$ cat config.mk
export PLATFORM = sky130hd
export DESIGN_NAME = uart_rx
export DESIGN_NICKNAME = d
export VERILOG_FILES = /design/src/rtl/uart_pkg.sv /design/src/rtl/sync_2ff.sv /design/src/rtl/uart_rx.sv
export SDC_FILE = /design/constraint.sdc
export NUM_CORES = 1
export LEC_CHECK = 0
export CAP_MARGIN = 40
export CORE_MARGIN = 2
export CORE_UTILIZATION = 40
export DETAILED_ROUTE_END_ITERATION = 7
export RECOVER_POWER = 25
export SYNTH_ARGS = -nofsm -noshare
export SYNTH_HDL_FRONTEND = slang
export SYNTH_SLANG_ARGS = --single-unit
$ cat constraint.sdc
create_clock -name clk -period 2.56 [get_ports clk]
set_input_delay 0.768 -clock clk [delete_from_list [all_inputs] [get_ports clk]]
set_output_delay 0.768 -clock clk [all_outputs]
set_load 0.02 [all_outputs]
$ cat src/rtl/uart_pkg.sv
// uart_pkg: definitions shared by the UART receive and transmit paths.
//   - uart_state_t     : receiver state encoding (IDLE, START, DATA, PARITY, STOP)
//   - CNT_W            : width of the per-bit clock counter
//   - calc_clks_per_bit: system clocks per line bit, integer division
//   - calc_half_bit    : clocks from the start-bit edge to the middle of the start bit
package uart_pkg;

  typedef enum logic [2:0] {
    IDLE   = 3'd0,
    START  = 3'd1,
    DATA   = 3'd2,
    PARITY = 3'd3,
    STOP   = 3'd4
  } uart_state_t;

  localparam int CNT_W = 16;

  // clk_mhz is in MHz, so scale it up to Hz before dividing by the baud rate.
  function automatic int calc_clks_per_bit(input int clk_mhz, input int baud);
    return (clk_mhz * 1_000_000) / baud;
  endfunction

  function automatic int calc_half_bit(input int clks_per_bit);
    return clks_per_bit / 2;
  endfunction

endpackage

$ cat src/rtl/sync_2ff.sv
// sync_2ff: generic two-flop synchronizer for bringing asynchronous signals
// into the clk domain. Both stages reset synchronously to 0.
//   clk   in          : destination clock
//   rst   in          : synchronous active-high reset
//   d     in  [WIDTH] : asynchronous input
//   q     out [WIDTH] : synchronized output (2 cycles of latency)
module sync_2ff #(
  parameter int WIDTH = 1
) (
  input  logic             clk,
  input  logic             rst,
  input  logic [WIDTH-1:0] d,
  output logic [WIDTH-1:0] q
);

  logic [WIDTH-1:0] meta_reg;
  logic [WIDTH-1:0] sync_reg;

  always_ff @(posedge clk) begin
    if (rst) begin
      meta_reg <= '0;
      sync_reg <= '0;
    end else begin
      meta_reg <= d;
      sync_reg <= meta_reg;
    end
  end

  assign q = sync_reg;

endmodule

$ cat src/rtl/uart_rx.sv
// uart_rx: 8N1 UART receiver (8E1 when UART_RX_PARITY_EN is defined) with a
// valid/ready holding register and framing / overrun / parity reporting.
//   clk           in      : system clock
//   rst           in      : synchronous active-high reset
//   rx            in      : asynchronous serial line, idles high
//   rx_ready      in      : consumer accepts the held byte
//   rx_data       out [8] : held byte
//   rx_valid      out     : held byte is valid
//   rx_busy       out     : receiver is inside a frame (state not IDLE)
//   rx_frame_err  out     : one-cycle pulse, stop bit sampled low
//   rx_overrun    out     : one-cycle pulse, unaccepted byte overwritten
//   rx_parity_err out     : one-cycle pulse, even-parity mismatch (0 without macro)
// Build option: define UART_RX_PARITY_EN to add the even-parity bit.
module uart_rx
  import uart_pkg::*;
#(
  parameter int CLK_FREQ  = 27,
  parameter int BAUD_RATE = 115200
) (
  input  logic       clk,
  input  logic       rst,
  input  logic       rx,
  input  logic       rx_ready,
  output logic [7:0] rx_data,
  output logic       rx_valid,
  output logic       rx_busy,
  output logic       rx_frame_err,
  output logic       rx_overrun,
  output logic       rx_parity_err
);

  localparam int CLKS_PER_BIT = calc_clks_per_bit(CLK_FREQ, BAUD_RATE);
  localparam int HALF_BIT     = calc_half_bit(CLKS_PER_BIT);
  localparam logic [CNT_W-1:0] BIT_LAST  = CNT_W'(CLKS_PER_BIT - 1);
  localparam logic [CNT_W-1:0] HALF_LAST = CNT_W'(HALF_BIT - 1);

  logic             synced;
  logic             prev_reg;
  uart_state_t      state_reg;
  logic [CNT_W-1:0] cnt_reg;
  logic [2:0]       bit_idx_reg;
  logic [7:0]       shift_reg;
  logic [7:0]       rx_data_reg;
  logic             rx_valid_reg;
  logic             frame_err_reg;
  logic             overrun_reg;
  logic             parity_bad;

  sync_2ff #(.WIDTH(1)) u_sync (
    .clk (clk),
    .rst (rst),
    .d   (rx),
    .q   (synced)
  );

  // prev resets to 0, so a line held low across reset release never looks
  // like a falling edge.
  logic fall;
  logic at_bit_end;
  logic stop_sample;
  logic commit;

  assign fall        = prev_reg & ~synced;
  assign at_bit_end  = (cnt_reg == BIT_LAST);
  assign stop_sample = (state_reg == STOP) && at_bit_end;
  assign commit      = stop_sample && synced && !parity_bad;

`ifdef UART_RX_PARITY_EN
  logic parity_bad_reg;
  logic parity_err_reg;

  always_ff @(posedge clk) begin
    if (rst) begin
      parity_bad_reg <= 1'b0;
      parity_err_reg <= 1'b0;
    end else begin
      parity_err_reg <= stop_sample && parity_bad_reg;
      if (state_reg == DATA) begin
        parity_bad_reg <= 1'b0;
      end else if (state_reg == PARITY && at_bit_end) begin
        // Even parity: the parity bit makes the total count of ones even.
        parity_bad_reg <= (synced != ^shift_reg);
      end
    end
  end

  assign parity_bad    = parity_bad_reg;
  assign rx_parity_err = parity_err_reg;
`else
  assign parity_bad    = 1'b0;
  assign rx_parity_err = 1'b0;
`endif

  always_ff @(posedge clk) begin
    if (rst) begin
      prev_reg      <= 1'b0;
      state_reg     <= IDLE;
      cnt_reg       <= '0;
      bit_idx_reg   <= '0;
      shift_reg     <= '0;
      rx_data_reg   <= '0;
      rx_valid_reg  <= 1'b0;
      frame_err_reg <= 1'b0;
      overrun_reg   <= 1'b0;
    end else begin
      prev_reg      <= synced;
      frame_err_reg <= stop_sample && !synced;
      overrun_reg   <= 1'b0;

      // Holding register: a commit always wins; an accept in the same cycle
      // just means the old byte was consumed, so there is no overrun.
      if (commit) begin
        rx_data_reg  <= shift_reg;
        rx_valid_reg <= 1'b1;
        overrun_reg  <= rx_valid_reg && !rx_ready;
      end else if (rx_valid_reg && rx_ready) begin
        rx_valid_reg <= 1'b0;
      end

      case (state_reg)
        IDLE: begin
          if (fall) begin
            state_reg <= START;
            cnt_reg   <= '0;
          end
        end

        START: begin
          if (cnt_reg == HALF_LAST) begin
            cnt_reg <= '0;
            if (!synced) begin
              state_reg   <= DATA;
              bit_idx_reg <= '0;
            end else begin
              // Line went back high before mid-start: a glitch, not a frame.
              state_reg <= IDLE;
            end
          end else begin
            cnt_reg <= cnt_reg + 1'b1;
          end
        end

        DATA: begin
          if (at_bit_end) begin
            cnt_reg   <= '0;
            shift_reg <= {synced, shift_reg[7:1]};
            if (bit_idx_reg == 3'd7) begin
`ifdef UART_RX_PARITY_EN
              state_reg <= PARITY;
`else
              state_reg <= STOP;
`endif
            end else begin
              bit_idx_reg <= bit_idx_reg + 1'b1;
            end
          end else begin
            cnt_reg <= cnt_reg + 1'b1;
          end
        end

`ifdef UART_RX_PARITY_EN
        PARITY: begin
          if (at_bit_end) begin
            cnt_reg   <= '0;
            state_reg <= STOP;
          end else begin
            cnt_reg <= cnt_reg + 1'b1;
          end
        end
`endif

        STOP: begin
          // Leave at mid-stop so a following start edge is caught on time.
          if (at_bit_end) begin
            cnt_reg   <= '0;
            state_reg <= IDLE;
          end else begin
            cnt_reg <= cnt_reg + 1'b1;
          end
        end

        default: begin
          state_reg <= IDLE;
          cnt_reg   <= '0;
        end
      endcase
    end
  end

  assign rx_data      = rx_data_reg;
  assign rx_valid     = rx_valid_reg;
  assign rx_busy      = (state_reg != IDLE);
  assign rx_frame_err = frame_err_reg;
  assign rx_overrun   = overrun_reg;

endmodule
==> results.toml, run 1 <==
[timing]
worst_slack_ns = 0.08038
skew_ns = 0.01005
slew_violations = 0
worstMarginPinSlew_ns = 0.8327
rsz0062_at_grt = "false"
hold_ws_ns = 0.4462
setup_viol = 0
slew_headroom_pct = 44.28
min_period_ns = 2.480
fin_tns_setup_ns = 0
min_period_over_period_pct = 96.86
fmax_ghz = 0.4033
final-hold-violation-count = 0

[floorplan]
start_util_pct = 41.25
die_w_um = 76.34
die_h_um = 76.34
die-area_mm2 = 0.005828
core_area_mm2 = 0.005075
rows = 26
pin_count = 17

[cells_and_area]
drive_gt1_share_pct = 8.197
final_area_mm2 = 0.002399
largest_register_ffs = 16
fill_cells = 506
final_cells = 314
antenna_cells = 0
multi_input_area_mm2 = 0.001101
area_delta_synth_final_pct = 14.58
utilization_pct = 47.26
seqCellArea_um2 = 880.8
nNetsFinal = 252

[synthesis]
synth_ff_type = "dfxtp_1"
synth_cell_types = 47
ys_seq_area_share_pct = 42.08
synth_async_sr_flop_share_pct = 0
syn_nets = 238
syn_area_per_cell_um2 = 9.141
netlist_instances = 229
yosys_warnings = 0
synth_edf_count = 0
syn_area_mm2 = 0.002093
synth_seq_cells = 44

[cts]
tritoncts = "done"
insertion_delay_ns = 0.29
cts_sinks = 44
clk_transition_reported_paths_ns = 0.09
cts_setup_buffers = 0
cts_buffer_depth = 2
cts_resized = 0
cts-buffers-inserted = 5
htree_levels = 2
hold_buffers = 0
clock-root-buffer = "clkbuf_8"

[drt]
routed_wirelength_mm = 4.166
drt_iter0_drc = 124
vias = 1634
post-route-drc-count = 0
drtPass1Iterations = 4
ant_nets = 0
via_per_inst = 5.204
wl_per_cell_um = 13.27

[setup_path]
worstPathRequired_ns = 1.79
path_buf_inv = 1
max_stage_delay_ns = 0.57
endpoint_kind = "output port"
critPathLaunchType = "register"
cp_max_fo = 7
crit_chain = "or3_1 -> clkdlybuf4s50_1"
arrival_ns = 1.71
path_class = "register to output port"
critical_path.top_delay_family = "buffers and inverters"
slowest_stage = "clkdlybuf4s50_1"

[pwr]
p_sw_mw = 0.4921
p_leak_nw = 0.9123
comb_power_share_pct = 22.2
p_sw_share_pct = 30.15
internal-power_mw = 1.140
cellPowerDensity_mw_per_mm2 = 680.3
p_total_mw = 1.632
seq_power_share_pct = 44.6
vdd_ir_drop_max_uv = 364.1
p_clk_share_pct = 33.2

[global_route]
grt_first_pass_wirelength_mm = 6.920
grt_pass1_vias = 1491
antenna_found_initial = 0
track_usage_pct = 14.50
overflow = 0
grt_max_degree = 37

[place]
gp_congestion = 0.8095
dp.cells = 306
place_ws_ns = 0.1789
dpl.hpwl_mm = 2.769
portBuffers = 15
placed_area_mm2 = 0.002292

[min_path]
hold_class = "register to register"

[run]
max-cap-violations = 0

[outcome]
outcome = "completed"
[metal layers]
layer	share of wire [%]	GRT usage (%)	up-vias
met5	0	0	-
met4	1.2	5.273	0
met3	3.7	3.910	4
met2	43	21.59	33
met1	52	20.16	752
li1	-	-	845
[synthesized netlist by cell type, drive strengths merged, types with 2 or more instances]
| cell type | number | area [um2] |
|---|---|---|
| nand2b | 8 | 50.05 |
| nor2 | 29 | 116.4 |
| o21ai | 4 | 20.02 |
| buf | 9 | 70.06 |
| mux2i | 17 | 170.2 |
| and4 | 2 | 17.52 |
| nand2 | 13 | 48.80 |
| nor2b | 4 | 25.02 |
| a21oi | 14 | 73.82 |
| nor4 | 4 | 25.02 |
| nand3 | 12 | 60.06 |
| clkbuf | 3 | 11.26 |
| ha | 5 | 62.56 |
| a41oi | 2 | 17.52 |
| or3 | 2 | 17.52 |
| a31o | 2 | 17.52 |
| nand4 | 5 | 31.28 |
| dfxtp | 44 | 880.8 |
| inv | 6 | 22.52 |
| and2 | 2 | 12.51 |
| nor3 | 6 | 35.03 |
| a211oi | 2 | 15.01 |
| nor3b | 2 | 15.01 |
| a31oi | 9 | 56.30 |
| o32ai | 2 | 55.05 |
| nor4bb | 2 | 20.02 |
| and3 | 6 | 37.54 |
[power by group through the flow]
stage                     logic [mW]  registers [mW]  clock network [mW]
final                          0.363           0.728               0.541
after CTS                      0.369           0.728               0.560
after detailed placement       0.363           0.744                   0
after floorplan                0.265           0.747                   0
after global placement         0.364           0.743                   0
after global routing           0.409           0.733               0.585
[cell families after synthesis]
family / count (synthesis) / share of synthesized area [%]
adder cells (fa/ha/maj): 5 / 2.989
multiplexers: 18 / 8.667
flip-flops: 44 / 42.08
XOR/XNOR: 1 / 0.4185
buffers and inverters: 18 / 4.961
other: 1 / 0.1791
AO/OA/AOI/OAI: 42 / 15.12
AND/OR/NAND/NOR: 100 / 25.58
[cell usage in the layout (no fill, tap or decap), types with 2 or more instances in the layout]
master           instances
nor4_1                   4
inv_1                    6
ha_1                     5
and3_1                   6
o21ai_0                  4
nor2b_1                  4
clkbuf_8                 5
and4_1                   2
a31oi_1                  9
and2_1                   2
a211oi_1                 2
nand2_1                 13
nand4_1                  5
nor2_1                  29
nand3_1                 12
a41oi_1                  2
nor4bb_1                 2
clkdlybuf4s50_1         13
buf_4                    2
a21oi_1                 13
dfxtp_1                 44
nor3_1                   5
nand2b_1                 8
mux2i_1                 17
clkinv_4                 2
nor3b_1                  2
a31o_2                   2
dlygate4sd3_1            2
o32ai_4                  2
[final timing paths]
check	slack, ns	endpoint	start	cells past startpoint
max	0.08	rx_busy	state_reg[2]$_SDFFE_PP0P_	2
min	0.45	u_sync.q$_SDFF_PP0_	u_sync.meta_reg$_SDFF_PP0_	1
max reg2reg	0.23	cnt_reg[8]$_SDFFE_PP0P_	cnt_reg[0]$_SDFFE_PP0P_	7
min reg2reg	0.45	u_sync.q$_SDFF_PP0_	u_sync.meta_reg$_SDFF_PP0_	1
[final cells by class]
type                    instances  area share, %
multi-input cells             167          45.91
flip-flops and latches         44          36.72
repair buffers                 19          7.929
well taps                      70          3.652
clock buffers                   5          2.869
clock inverters                 3          1.982
inverters                       6         0.9390
No activity file was read; power rests on OpenSTA's default activity.
==> run 2: changes to the inputs <==
--- a/config.mk
+++ b/config.mk
@@ -12,4 +12,5 @@
 export RECOVER_POWER = 25
 export SYNTH_ARGS = -nofsm -noshare
 export SYNTH_HDL_FRONTEND = slang
+export SYNTH_HIERARCHICAL = 1
 export SYNTH_SLANG_ARGS = --single-unit
==> results.toml, run 2 <==
[synthesis]
ys_seq_area_share_pct = 44.64
synth_seq_cells = 44
synth_cell_types = 44
yosys_warnings = 6
synth_top_area_share_pct = 44.64
synth_ff_type = "dfxtp_1"
syn_area_per_cell_um2 = 9.220
synth_area_leaders = "dfxtp_1 45%, mux2i_1 7.6%, nor2_1 5.7%, ha_1 3.2%, nand2b_1 2.9%"
synth_edf_count = 0
synth_async_sr_flop_share_pct = 0
netlist_instances = 214
yosysMostFrequentCell = "dfxtp_1"
synth_common_cells = "44 x dfxtp_1, 30 x nor2_1, 15 x mux2i_1"
syn_nets = 223
syn_area_mm2 = 0.001973
yosysTopAreaCell = "dfxtp_1"

[pwr]
seq_power_share_pct = 52.0
p_total_mw = 1.357
comb_power_share_pct = 7.8
vdd_ir_drop_max_uv = 302.6
p_sw_share_pct = 24.12
cellPowerDensity_mw_per_mm2 = 575.6
p_clk_share_pct = 40.2
internal-power_mw = 1.030
p_leak_nw = 0.8967
p_sw_mw = 0.3272

[cts]
clk_transition_reported_paths_ns = 0.09
htree_levels = 2
cts_sinks = 44
cts_buffer_depth = 2
tritoncts = "done"
clock-root-buffer = "clkbuf_8"
cts-buffers-inserted = 5
insertion_delay_ns = 0.30

[outcome]
outcome = "completed"

[cells_and_area]
drive_gt1_share_pct = 10.97
layout_common_cells = "42 x dfxtp_1, 30 x nor2_1, 15 x mux2i_1"
layout_commonest_cell = "dfxtp_1"
antenna_cells = 0
largest_register_ffs = 16
nNetsFinal = 245
area_delta_synth_final_pct = 19.47

[drt]
routed_wirelength_mm = 3.769
post-route-drc-count = 0
drt_iter0_drc = 79
vias = 1512
ant_nets = 0
via_per_inst = 4.974
wl_per_cell_um = 12.40
drtPass1Iterations = 4

[run]
max-cap-violations = 0

[global_route]
track_usage_pct = 14.71
grt_max_degree = 44
grt_pass1_vias = 1374
overflow = 0
antenna_found_initial = 0
grt_first_pass_wirelength_mm = 6.258

[setup_path]
slowest_stage = "or4_4"
cp_common_cell = "or4_4"
cp_max_fo = 6
worstPathRequired_ns = 2.79
max_stage_delay_ns = 0.60
critPathLaunchType = "register"
endpoint_kind = "register"
crit_chain = "or4_4 -> or4_4 -> or2_1 -> or4b_1 -> o21ai_0"
arrival_ns = 2.66
path_buf_inv = 0
critical_path.top_delay_family = "simple AND/OR/NAND/NOR gates"
path_class = "register to register"

[timing]
skew_ns = 0.007338
setup_viol = 0
min_period_over_period_pct = 95.09
worstMarginPinSlew_ns = 0.8061
final-hold-violation-count = 0
min_period_ns = 2.434
slew_violations = 0
slew_headroom_pct = 46.26
rsz0062_at_grt = "false"
fmax_ghz = 0.4108
fin_tns_setup_ns = 0

[floorplan]
die_h_um = 74.24
pin_count = 17
rows = 25
die_w_um = 74.24
core_area_mm2 = 0.004755
start_util_pct = 41.50
die-area_mm2 = 0.005511

[place]
dpl.hpwl_mm = 2.630
gp_congestion = 0.8148
portBuffers = 15

[min_path]
hold_class = "register to register"
[run 2: cell count changes after synthesis, sizes merged, moves of 3 or more]
cell,before,now
a21oi,14,8
a31oi,9,3
and3,6,0
buf,9,4
nand2,13,10
nand3,12,6
nand4,5,2
nor3,6,9
or4,0,5
or4bb,0,3
xnor2,1,6
xor2,0,4
[run 2: worst paths after layout]
path / from / cells past startpoint / endpoint / slack [ns]
worst max-delay path: cnt_reg[11]$_SDFFE_PP0P_ / 5 / bit_idx_reg[2]$_SDFFE_PP0P_ / 0.13
worst min-delay path: u_sync/meta_reg$_SDFF_PP0_ / 1 / u_sync/q$_SDFF_PP0_ / 0.45
worst max register to register: cnt_reg[11]$_SDFFE_PP0P_ / 5 / bit_idx_reg[2]$_SDFFE_PP0P_ / 0.13
worst min register to register: u_sync/meta_reg$_SDFF_PP0_ / 1 / u_sync/q$_SDFF_PP0_ / 0.45
[run 2: kinds of logic after synthesis]
group / count (synthesis) / synth area share [%]
buffers and inverters: 16 / 3.742
other: 1 / 0.1901
adder cells (fa/ha/maj): 5 / 3.171
XOR/XNOR: 10 / 4.439
AO/OA/AOI/OAI: 28 / 9.449
flip-flops: 44 / 44.64
multiplexers: 15 / 7.609
AND/OR/NAND/NOR: 95 / 26.76
[run 2: power by group through the flow]
stage / combinational, mW / clock, mW / sequential [mW]
CTS: 0.111 / 0.561 / 0.705
floorplan: 0.0710 / 0 / 0.717
global placement: 0.110 / 0 / 0.720
finish: 0.106 / 0.545 / 0.706
detailed placement: 0.110 / 0 / 0.720
global route: 0.118 / 0.591 / 0.708
[run 2: through the flow]
stage / hold slack (ns) / instance area [um2] / util (%) / std cells / setup slack (ns)
floorplan: 0.4138 / 1973 / - / 214 / 0.1310
global placement: 0.4280 / 2238 / 47.08 / 295 / 0.08424
detailed placement: 0.4391 / 2238 / 47.08 / 295 / 0.04437
CTS: 0.4545 / 2359 / 49.61 / 303 / 0.02593
global route: 0.4729 / 2357 / 49.58 / 304 / 0.008077
finish: 0.4464 / 2357 / 49.58 / 304 / 0.1258
[run 2: layout make-up]
type / count / area [um2]
multi-input cells: 154 / 1033
inverters: 7 / 26.28
clock buffers: 5 / 68.82
flip-flops and latches: 44 / 883.3
repair buffers: 24 / 215.2
clock inverters: 3 / 46.29
fillers: 471 / 2397
well taps: 67 / 83.83
[run 2: metal layers]
layer  vias to the layer above  part of all wire [%]  track usage [%]
li1                        798                     -                -
met1                       692                    54            21.34
met2                        15                    42            20.93
met5                         -                     0                0
met4                         0                   1.5            5.357
met3                         7                   2.7            4.065
[run 2: timing repair]
action	in CTS	in global routing
hold buffers	0	0
endpoints found under the setup margin	1	9
gates resized for setup	1	3
cloned	0	0
pin swaps	0	2
setup buffers	0	1
[run 2: worst reg2reg max path, cell delays in order, from the launching register on]
cell and delay, ns:
dfxtp_1 0.35, or4_4 0.56, or4_4 0.60, or2_1 0.28, or4b_1 0.50, o21ai_0 0.08
